File: config.mk
export PLATFORM = sky130hd
export DESIGN_NAME = phys_reg_free_list_flat
export DESIGN_NICKNAME = d
export VERILOG_FILES = /design/src/rtl/rename_pkg.sv /design/src/rtl/phys_reg_free_list_if.sv /design/src/rtl/free_pick2.sv /design/src/rtl/phys_reg_free_list.sv /design/src/flat_wrapper.sv
export SDC_FILE = /design/constraint.sdc
export NUM_CORES = 1
export LEC_CHECK = 0
export ABC_AREA = 1
export CAP_MARGIN = 20
export CORE_MARGIN = 2
export CORE_UTILIZATION = 52
export CTS_CLUSTER_DIAMETER = 60
export DETAILED_ROUTE_END_ITERATION = 10
export PLACE_DENSITY = 0.73
export RECOVER_POWER = 100
export SKIP_LAST_GASP = 1
export SLEW_MARGIN = 0
export SYNTH_ARGS = -nofsm -noshare
export SYNTH_HDL_FRONTEND = slang
export SYNTH_SLANG_ARGS = --single-unit
File: constraint.sdc
create_clock -name clk -period 69.4 [get_ports clk]
set_input_delay 13.88 -clock clk [delete_from_list [all_inputs] [get_ports clk]]
set_output_delay 13.88 -clock clk [all_outputs]
set_load 0.02 [all_outputs]
File: src/rtl/rename_pkg.sv
// Shared rename-stage constants and types for the physical register free list.
// Checkpoint support is enabled by defining FREE_LIST_CKPT_EN.
package rename_pkg;

   localparam int NUM_PREGS = 64;
   localparam int NUM_AREGS = 32;
   localparam int PREG_W    = $clog2(NUM_PREGS);

   typedef logic [PREG_W-1:0]    preg_t;
   typedef logic [NUM_PREGS-1:0] preg_mask_t;
   typedef logic [PREG_W:0]      cnt_t;

   // Architectural pregs p0..p(NUM_AREGS-1) are mapped out of reset
   localparam preg_mask_t RST_MAP =
      ~((preg_mask_t'(1) << NUM_AREGS) - preg_mask_t'(1));
   localparam cnt_t RST_CNT = cnt_t'(NUM_PREGS - NUM_AREGS);

   function automatic cnt_t popcnt(preg_mask_t m);
      cnt_t c;
      c = '0;
      for (int i = 0; i < NUM_PREGS; i++) c = c + cnt_t'(m[i]);
      return c;
   endfunction

endpackage

File: src/rtl/phys_reg_free_list_if.sv
// Rename/commit-side bundle for the physical register free list.
// Checkpoint strobes exist only when FREE_LIST_CKPT_EN is defined.
interface phys_reg_free_list_if;

   logic [1:0]           alloc_req;
   logic                 alloc_grant;
   rename_pkg::preg_t    alloc_preg0;
   rename_pkg::preg_t    alloc_preg1;
   logic [1:0]           free_en;
   rename_pkg::preg_t    free_preg0;
   rename_pkg::preg_t    free_preg1;
   rename_pkg::cnt_t     free_count;
   logic                 double_free_err;

`ifdef FREE_LIST_CKPT_EN
   logic                 ckpt_save;
   logic                 ckpt_restore;

   modport master (
      output alloc_req, free_en, free_preg0, free_preg1,
      output ckpt_save, ckpt_restore,
      input  alloc_grant, alloc_preg0, alloc_preg1,
      input  free_count, double_free_err
   );

   modport slave (
      input  alloc_req, free_en, free_preg0, free_preg1,
      input  ckpt_save, ckpt_restore,
      output alloc_grant, alloc_preg0, alloc_preg1,
      output free_count, double_free_err
   );
`else
   modport master (
      output alloc_req, free_en, free_preg0, free_preg1,
      input  alloc_grant, alloc_preg0, alloc_preg1,
      input  free_count, double_free_err
   );

   modport slave (
      input  alloc_req, free_en, free_preg0, free_preg1,
      output alloc_grant, alloc_preg0, alloc_preg1,
      output free_count, double_free_err
   );
`endif

endinterface

File: src/rtl/free_pick2.sv
// Combinational finder for the two lowest set bits of a free mask.
module free_pick2 import rename_pkg::*; (
   input  preg_mask_t mask_i,
   output preg_t      cand0_o,
   output preg_t      cand1_o,
   output logic [1:0] found_o
);

   always_comb begin
      cand0_o = '0;
      cand1_o = '0;
      found_o = 2'd0;
      for (int i = 0; i < NUM_PREGS; i++) begin
         if (mask_i[i]) begin
            if (found_o == 2'd0) begin
               cand0_o = preg_t'(i);
               found_o = 2'd1;
            end else if (found_o == 2'd1) begin
               cand1_o = preg_t'(i);
               found_o = 2'd2;
            end
         end
      end
   end

endmodule

File: src/rtl/phys_reg_free_list.sv
// 2-wide physical register free list with free count and double-free detection.
// Defining FREE_LIST_CKPT_EN adds a snapshot map with save/restore.
module phys_reg_free_list import rename_pkg::*; (
   input  logic                 clk,
   input  logic                 rst,
   phys_reg_free_list_if.slave  fl
);

   preg_mask_t fmap_q, fmap_d;
   cnt_t       cnt_q, cnt_d;
   logic       err_q, err_d;

   preg_t      cand0, cand1;
   logic [1:0] found;
   cnt_t       nreq, ngrant, nfree;
   logic       grant, v0, v1, e0, e1, block;
   preg_mask_t alloc_mask, free_mask;

   free_pick2 u_pick (
      .mask_i  (fmap_q),
      .cand0_o (cand0),
      .cand1_o (cand1),
      .found_o (found)
   );

`ifdef FREE_LIST_CKPT_EN
   preg_mask_t smap_q, smap_d;
   assign block = fl.ckpt_restore;
`else
   assign block = 1'b0;
`endif

   assign nreq  = cnt_t'(fl.alloc_req[0]) + cnt_t'(fl.alloc_req[1]);
   assign grant = (cnt_q >= nreq) && !block;

   assign fl.alloc_grant     = grant;
   assign fl.alloc_preg0     = fl.alloc_req[0] ? cand0 : '0;
   assign fl.alloc_preg1     = !fl.alloc_req[1] ? '0 :
                               (fl.alloc_req[0] ? cand1 : cand0);
   assign fl.free_count      = cnt_q;
   assign fl.double_free_err = err_q;

   // A same-cycle duplicate on port 1 is counted once via port 0
   always_comb begin
      v0 = fl.free_en[0] && (fl.free_preg0 != '0) &&
           !fmap_q[fl.free_preg0];
      e0 = fl.free_en[0] && (fl.free_preg0 != '0) &&
           fmap_q[fl.free_preg0];
      v1 = fl.free_en[1] && (fl.free_preg1 != '0) &&
           !fmap_q[fl.free_preg1] &&
           !(v0 && (fl.free_preg1 == fl.free_preg0));
      e1 = fl.free_en[1] && (fl.free_preg1 != '0) &&
           (fmap_q[fl.free_preg1] ||
            (fl.free_en[0] && (fl.free_preg1 == fl.free_preg0)));
   end

   always_comb begin
      alloc_mask = '0;
      free_mask  = '0;
      if (grant && fl.alloc_req[0]) alloc_mask[fl.alloc_preg0] = 1'b1;
      if (grant && fl.alloc_req[1]) alloc_mask[fl.alloc_preg1] = 1'b1;
      if (v0) free_mask[fl.free_preg0] = 1'b1;
      if (v1) free_mask[fl.free_preg1] = 1'b1;
      ngrant = grant ? nreq : '0;
      nfree  = cnt_t'(v0) + cnt_t'(v1);
      fmap_d = (fmap_q & ~alloc_mask) | free_mask;
      cnt_d  = cnt_q - ngrant + nfree;
      err_d  = err_q | e0 | e1;
`ifdef FREE_LIST_CKPT_EN
      smap_d = smap_q | free_mask;
      if (fl.ckpt_restore) begin
         fmap_d = smap_q | free_mask;
         cnt_d  = popcnt(fmap_d);
      end else if (fl.ckpt_save) begin
         smap_d = fmap_d;
      end
`endif
   end

   always_ff @(posedge clk) begin
      if (rst) begin
         fmap_q <= RST_MAP;
         cnt_q  <= RST_CNT;
         err_q  <= 1'b0;
      end else begin
         fmap_q <= fmap_d;
         cnt_q  <= cnt_d;
         err_q  <= err_d;
      end
   end

`ifdef FREE_LIST_CKPT_EN
   always_ff @(posedge clk) begin
      if (rst) smap_q <= RST_MAP;
      else     smap_q <= smap_d;
   end
`endif

   logic unused_found;
   assign unused_found = ^found;

endmodule

File: src/flat_wrapper.sv
// flat-port wrapper written by rule: the top's interface ports become plain ports
module phys_reg_free_list_flat import rename_pkg::*;
  (clk, rst, fl_alloc_req, fl_free_en, fl_free_preg0, fl_free_preg1, fl_alloc_grant, fl_alloc_preg0, fl_alloc_preg1, fl_free_count, fl_double_free_err);
  phys_reg_free_list_if fl_i ();
  input  logic clk;
  input  logic rst;
  input wire logic [$bits(fl_i.alloc_req)-1:0] fl_alloc_req;
  input wire logic [$bits(fl_i.free_en)-1:0] fl_free_en;
  input wire logic [$bits(fl_i.free_preg0)-1:0] fl_free_preg0;
  input wire logic [$bits(fl_i.free_preg1)-1:0] fl_free_preg1;
  output wire logic [$bits(fl_i.alloc_grant)-1:0] fl_alloc_grant;
  output wire logic [$bits(fl_i.alloc_preg0)-1:0] fl_alloc_preg0;
  output wire logic [$bits(fl_i.alloc_preg1)-1:0] fl_alloc_preg1;
  output wire logic [$bits(fl_i.free_count)-1:0] fl_free_count;
  output wire logic [$bits(fl_i.double_free_err)-1:0] fl_double_free_err;
  assign fl_i.alloc_req = fl_alloc_req;
  assign fl_i.free_en = fl_free_en;
  assign fl_i.free_preg0 = fl_free_preg0;
  assign fl_i.free_preg1 = fl_free_preg1;
  assign fl_alloc_grant = fl_i.alloc_grant;
  assign fl_alloc_preg0 = fl_i.alloc_preg0;
  assign fl_alloc_preg1 = fl_i.alloc_preg1;
  assign fl_free_count = fl_i.free_count;
  assign fl_double_free_err = fl_i.double_free_err;
  phys_reg_free_list u_core (.clk(clk), .rst(rst), .fl(fl_i));
endmodule
Word-level counts from Yosys, hierarchy flattened --
Cells that the tools add are included.
Storage, ports and cells: logic and storage cells 693, bits in registers 72, input port bits 18, output and inout bits 21
Cells by class: reduce and logical (&&, ||, !) cells 84, add/subtract/negate cells 4, $lt $le $gt $ge 9, muxes and demuxes 522, bitwise operators 7, equal/unequal tests 64
Operator list (number):
- 2-to-1 mux 6 bit | 313
- 2-to-1 mux 2 bit | 186
- 2-to-1 mux 64 bit | 4
- OR 64 bit | 3
- == test 2 x 1 -> 1 bit, second input constant | 63
- zero test 2 bit | 63
- AND 64 bit | 1
- NOT 64 bit | 1
- less-than comparator 6 x 7 -> 1 bit, second input constant | 4
- demux 1 bit (select 6 bit) | 4
- >= comparator 6 x 1 -> 1 bit, second input constant | 4
- logical AND 1 bit | 15
- binary-select mux 1 bit (select 6 bit) | 2
- 2-to-1 mux 1 bit | 12
- nonzero test 6 bit | 2
- adder 7 bit | 1
- >= comparator 7 bit | 1
- 2-to-1 mux 7 bit | 1
- subtractor 7 bit | 1
- == test 6 bit | 1
- adder 1 x 1 -> 2 bit | 2
- zero test 1 bit | 3
- OR 1 bit | 2
- logical OR 1 bit | 1

Depth between registers and ports, before layout --
depth after elaboration 264, depth in mapped cells 257, mapped depth without buffers 256

Modules after synthesis --
Synthesis repeated with hierarchy kept, for this count alone.
Second synthesis, totals: cells, all modules 2548, area, all modules 14302.5 um^2
By module, submodules not included:
- free_pick2 | seq. area each 0.0 um^2, area each 7408.4 um^2, cells each 1212, times used 1
- phys_reg_free_list | seq. area each 1441.4 um^2, area each 6894.1 um^2, cells each 1336, times used 1

Worst setup path after synthesis --
No wires, ideal clock.
path type reg-to-output, start register u_core.fmap_q[0], end output port fl_alloc_preg0[4], stages on the path, launching flop included 252, data required time 55.520 ns, buffers on the path 0, slack 11.585 ns, data arrival time 43.935 ns, cells stage by stage dfxtp_1 -> inv_1 -> ha_1 -> inv_1 -> nand2_2 -> nand2_2 -> inv_1 -> ha_1 -> nand2_1 -> nand2_1 -> inv_1 -> ha_1 -> or2_1 -> nand2_1 -> inv_1 -> ha_1 -> nand2_1 -> nand2_1 -> (+216 left out) -> inv_1 -> ha_1 -> or2_2 -> nand2_1 -> inv_1 -> ha_1 -> nand2_1 -> nand2_1 -> inv_1 -> ha_1 -> nand2_1 -> inv_1 -> nor2_1 -> nand2_1 -> nor4_1 -> nand3_1 -> nand2_1 -> inv_1
Between the ends: longest elaborated chain between the ends 253, elaborated cells between the ends (all ways) 435, those cells by class eq/ne: 62; mux: 310; reduce/logical: 63
RTL lines:
- start, declared | RTL line phys_reg_free_list.sv:9 | preg_mask_t fmap_q, fmap_d;
- start signal, assigned | RTL line phys_reg_free_list.sv:86 | fmap_q <= fmap_d;
- 2-to-1 mux 1 bit (*) | RTL line free_pick2.sv:14 | if (mask_i[i]) begin
- == test 2 x 1 -> 1 bit | RTL line free_pick2.sv:18 | end else if (found_o == 2'd1) begin
- 2-to-1 mux 2 bit | RTL line free_pick2.sv:18
- 2-to-1 mux 2 bit | RTL line free_pick2.sv:15 | if (found_o == 2'd0) begin
- 2-to-1 mux 2 bit (*) | RTL line free_pick2.sv:14
- == test 2 x 1 -> 1 bit | RTL line free_pick2.sv:18
- 2-to-1 mux 2 bit | RTL line free_pick2.sv:18
- 2-to-1 mux 2 bit | RTL line free_pick2.sv:15
- (+237 left out)
- == test 2 x 1 -> 1 bit | RTL line free_pick2.sv:18
- 2-to-1 mux 2 bit | RTL line free_pick2.sv:18
- 2-to-1 mux 2 bit | RTL line free_pick2.sv:15
- 2-to-1 mux 2 bit | RTL line free_pick2.sv:14
- zero test 2 bit | RTL line free_pick2.sv:15
- 2-to-1 mux 6 bit | RTL line free_pick2.sv:15
- 2-to-1 mux 6 bit (*) | RTL line free_pick2.sv:14
- 2-to-1 mux 6 bit (*) | RTL line phys_reg_free_list.sv:37 | assign fl.alloc_preg0 = fl.alloc_req[0] ? cand0 : '0;
- end, declared | RTL line flat_wrapper.sv:12 | output wire logic [$bits(fl_i.alloc_preg0)-1:0] fl_alloc_preg0;
Every way passes the cells marked *; elsewhere a longest branch is shown, timed or not.

Worst setup path in the final report --
start register u_core.fmap_q[1], end output port fl_alloc_preg1[3]
Between the ends: longest elaborated chain between the ends 251, elaborated cells between the ends (all ways) 617, those cells by class eq/ne: 62; mux: 493; reduce/logical: 62
RTL lines:
- 2-to-1 mux 2 bit (*) | RTL line free_pick2.sv:14
- == test 2 x 1 -> 1 bit | RTL line free_pick2.sv:18
- 2-to-1 mux 2 bit | RTL line free_pick2.sv:18
- 2-to-1 mux 2 bit | RTL line free_pick2.sv:15
- 2-to-1 mux 2 bit | RTL line free_pick2.sv:14
- == test 2 x 1 -> 1 bit | RTL line free_pick2.sv:18
- 2-to-1 mux 2 bit | RTL line free_pick2.sv:18
- 2-to-1 mux 2 bit | RTL line free_pick2.sv:15
- (+235 left out)
- 2-to-1 mux 2 bit | RTL line free_pick2.sv:15
- 2-to-1 mux 2 bit | RTL line free_pick2.sv:14
- == test 2 x 1 -> 1 bit | RTL line free_pick2.sv:18
- 2-to-1 mux 6 bit | RTL line free_pick2.sv:18
- 2-to-1 mux 6 bit | RTL line free_pick2.sv:15
- 2-to-1 mux 6 bit | RTL line free_pick2.sv:14
- 2-to-1 mux 6 bit (*) | RTL line phys_reg_free_list.sv:39 | (fl.alloc_req[0] ? cand1 : cand0);
- 2-to-1 mux 6 bit (*) | RTL line phys_reg_free_list.sv:38 | assign fl.alloc_preg1 = !fl.alloc_req[1] ? '0 :
- end, declared | RTL line flat_wrapper.sv:13 | output wire logic [$bits(fl_i.alloc_preg1)-1:0] fl_alloc_preg1;
Marks and branches as above.

==> reports/results.env <==
START_KIND='register'
PRE_CTS_SLACK_NS=8.24
CRITICAL-PATH-TOP-CELL-BY-COUNT='nand2_1'
GRTUSAGETOTAL_PCT=34.6
SYNTH.TOP_CELLS.BY_AREA='ha_1, nand2_1, dfxtp_1'
CTSROOTBUFFERMASTER='clkbuf_16'
CRITICAL_PATH_PEAK_FANOUT=12
CLOCK_PATH_BUFFERS=2
RSZ0062_AT_GRT='no'
ROUTE.DETAILED.WL_PER_INST_UM=19.2
GP_CONGESTION=1.07
SYN_INST=2202
SYNTH.YOSYS.SEQ_AREA_SHARE_PCT=10.4
VIASPERCELL=6.03
DRT_ITER0_DRC=2086
POSTCTSHOLDBUFS=0
AREA_DELTA_SYNTH_FINAL_PCT=6.52
SYNTH_EDF_COUNT=0
FRACTION_OF_FINAL_LAYOUT_CELLS_SIZED_BEYOND_DRIVE_STRENGTH_1_PCT=12.4
FAILED_CHECKS='DRC, capacitance limit, slew limit'
PATH_DELAY_FAMILY='simple AND/OR/NAND/NOR gates'
NETS_FINISH=2462
FP.DIEAREA_UM2=28000
AVERAGE_CELL_AREA_AFTER_SYNTHESIS_UM2=6.31
TRITONCTS_NUM_SINKS=72
CORE_AREA_UM2=26100
SYNTH_TOP_AREA_SHARE_PCT=18.4
OUTCOME='finished with violations'
INSERTEDDIODECOUNT=0
FINAL_CELL_AREA_UM2=14800
CRITPATHARRIVALTIME_NS=48.18
DIE-HEIGHT_UM=167
GLOBAL_ROUTE.OVERFLOW_TOTAL=0
GRT_FIRST_PASS_WIRELENGTH_UM=77700
LAYOUT_SETUP_WS_NS=7.34
YOSYS_WARNINGS=0
SYNTH_LARGEST_AREA_CELL='ha_1'
HTREE_NUM_LEVELS=3
CAP_VIOLATIONS=1
MAXCLOCKFREQUENCY_MHz=16.1
YS_SEQ_ELEMENTS=72
CTS_SETUP_BUFFERS=0
WIRELENGTH_UM=49500
TIMING.CRITICAL_PATH.SLOWEST_STAGE_CELL='nor2_1'
TIMING_MAX_TRANSITION_VIOLATIONS_FINAL=55
SYN_NETS=2426
PATH_DEPTH=252
SYNTH-MAIN-FF-CELL='dfxtp_1'
FIRST_GLOBAL_VIAS=14400
WORSTMARGINPINSLEW_NS=1.78
CTS.REPORTEDPATHS.CLKPINSLEW_NS=0.06
PORT_BUFFERS=38
ANTENNA_FOUND_INITIAL=0
RR_WORST_DEPTH=256
STD_CELL_ROWS=59
IOS=39
DISTINCT_CELL_TYPE_COUNT_AFTER_SYNTHESIS=58
FINAL_PERIOD_MINUS_WORST_SETUP_SLACK_NS=62.06
SLOWEST_DELAY_NS=0.87
REMAINING_DRC_ERRORS=1
WORST_EP_REQUIRED_TIME_NS=55.52
DIE-WIDTH_UM=167
WORSTSKEWPAIRLATENCY_NS=0.36
POST_CTS.RESIZED_INSTANCES=0
SYNTH_COMMON_CELLS='nand2_1, inv_1, ha_1'
ASYNC_FLOP_SHARE_PCT=0
NUMBER_OF_ITERATIONS_IN_THE_FIRST_DETAILED_ROUTING_PASS=10
SYNTH.MOST_COMMON_CELL='nand2_1'
INSTANCE_AREA_AFTER_PLACEMENT_UM2=14600
FINALCLOCKSKEW_NS=0.00448
START_UTIL_PCT=53.1
POST-ROUTE-PERIOD-UTIL_PCT=89.4
HOLDCRITPATHCLASS='reg -> reg'
DETAILROUTE.VIA_COUNT=15500
CTS_BUFFERS=9
HOLDPATHSTAGES=2
DETAIL_PLACEMENT_HPWL_UM=38600
TOTALNEGATIVESETUPSLACK_NS=0
POST_SYNTH_INSTANCE_AREA_UM2=13900
GRT_MAX_DEGREE=59
MAX_SLEW_MARGIN_PCT=-18.6
CRIT_TYPE='reg -> out'
END_KIND='output port'
FINAL_HOLD_VIOL_COUNT=0
HOLD_WS_NS=0.539
TRITONCTS='done'
SETUP_VIOL=0
NUMBER_OF_BUFFERS_AND_INVERTERS_ON_THE_CRITICAL_PATH=64
ANT_NETS=0
-- area by class of cell --
cell class | count | area (um^2)
fill | 2699 | 11300
sequential | 72 | 1440
clock buffer | 10 | 229
inverter | 352 | 1400
tap | 335 | 419
clock inverter | 4 | 47.5
timing repair buffer | 52 | 477
multi-input combinational | 1751 | 10800
-- routing by layer --
metal	GRT usage, %	up-vias	share of wire [%]
li1	-	7395	-
met1	46.1	7053	42
met2	54.1	869	42
met3	7.92	214	11
met4	14.3	0	5.2
met5	0	-	0
-- worst register-to-register path, delay by kind of cell, from the launching register on --
family        cells  cell delay (ns)
fa+ha+maj        61            16.84
buf+inv          64             4.15
flops             1             0.44
simple gates    131            27.30
-- metrics by stage --
stage	cells	utilization, %
2_1_floorplan	2202	-
3_3_place_gp	2561	55.9
3_5_place_dp	2561	55.9
4_1_cts	2575	57.0
5_1_grt	2576	56.6
6_report	2576	56.6
-- cells in the final DEF, fill, tap and decap left out, types with 15 or more instances in the layout --
cell             synthesis  layout
nand2_1                467     470
nand3_2                 97      97
inv_1                  310     311
nor2_1                 172     178
nand3_1                199     200
o21ai_0                110     110
a21oi_1                119     119
ha_1                   204     204
or2_2                   85      85
clkinv_1                22      22
dlygate4sd3_1            0      22
nor3_1                  43      41
o22ai_1                 59      59
clkdlybuf4s50_1          0      15
dfxtp_1                 72      72
-- path summary, 6_finish.rpt --
kind	slack, ns	endpoint	from
worst min-delay path	0.54	u_core.fmap_q[52]$_SDFF_PP1_	u_core.fmap_q[52]$_SDFF_PP1_
worst max register to register	20.56	u_core.fmap_q[57]$_SDFF_PP1_	u_core.fmap_q[1]$_SDFF_PP0_
worst min register to register	0.54	u_core.fmap_q[52]$_SDFF_PP1_	u_core.fmap_q[52]$_SDFF_PP1_
worst max-delay path	7.34	fl_alloc_preg1[3]	u_core.fmap_q[1]$_SDFF_PP0_
-- cell families (layout without fill, tap and decap cells) --
group	Yosys count	count (layout)	share of synthesized area, %
AOI/OAI and AO/OA	387	387	16.6
xor gates and xnor gates	3	3	0.189
adders and majority gates	206	206	18.7
buffers and inverters	379	418	11.5
DFF	72	72	10.4
and+or+nand+nor	1155	1155	42.7
-- state kept, by name, summed over array words and instances (netlist names) --
| name | count |
|---|---|
| u_core.fmap_q | 64 |
| u_core.fl.free_count | 7 |
| u_core.fl.double_free_err | 1 |
Power is not shown: default switching activity piles up to over one toggle a cycle in this logic, so the estimate is an artifact.
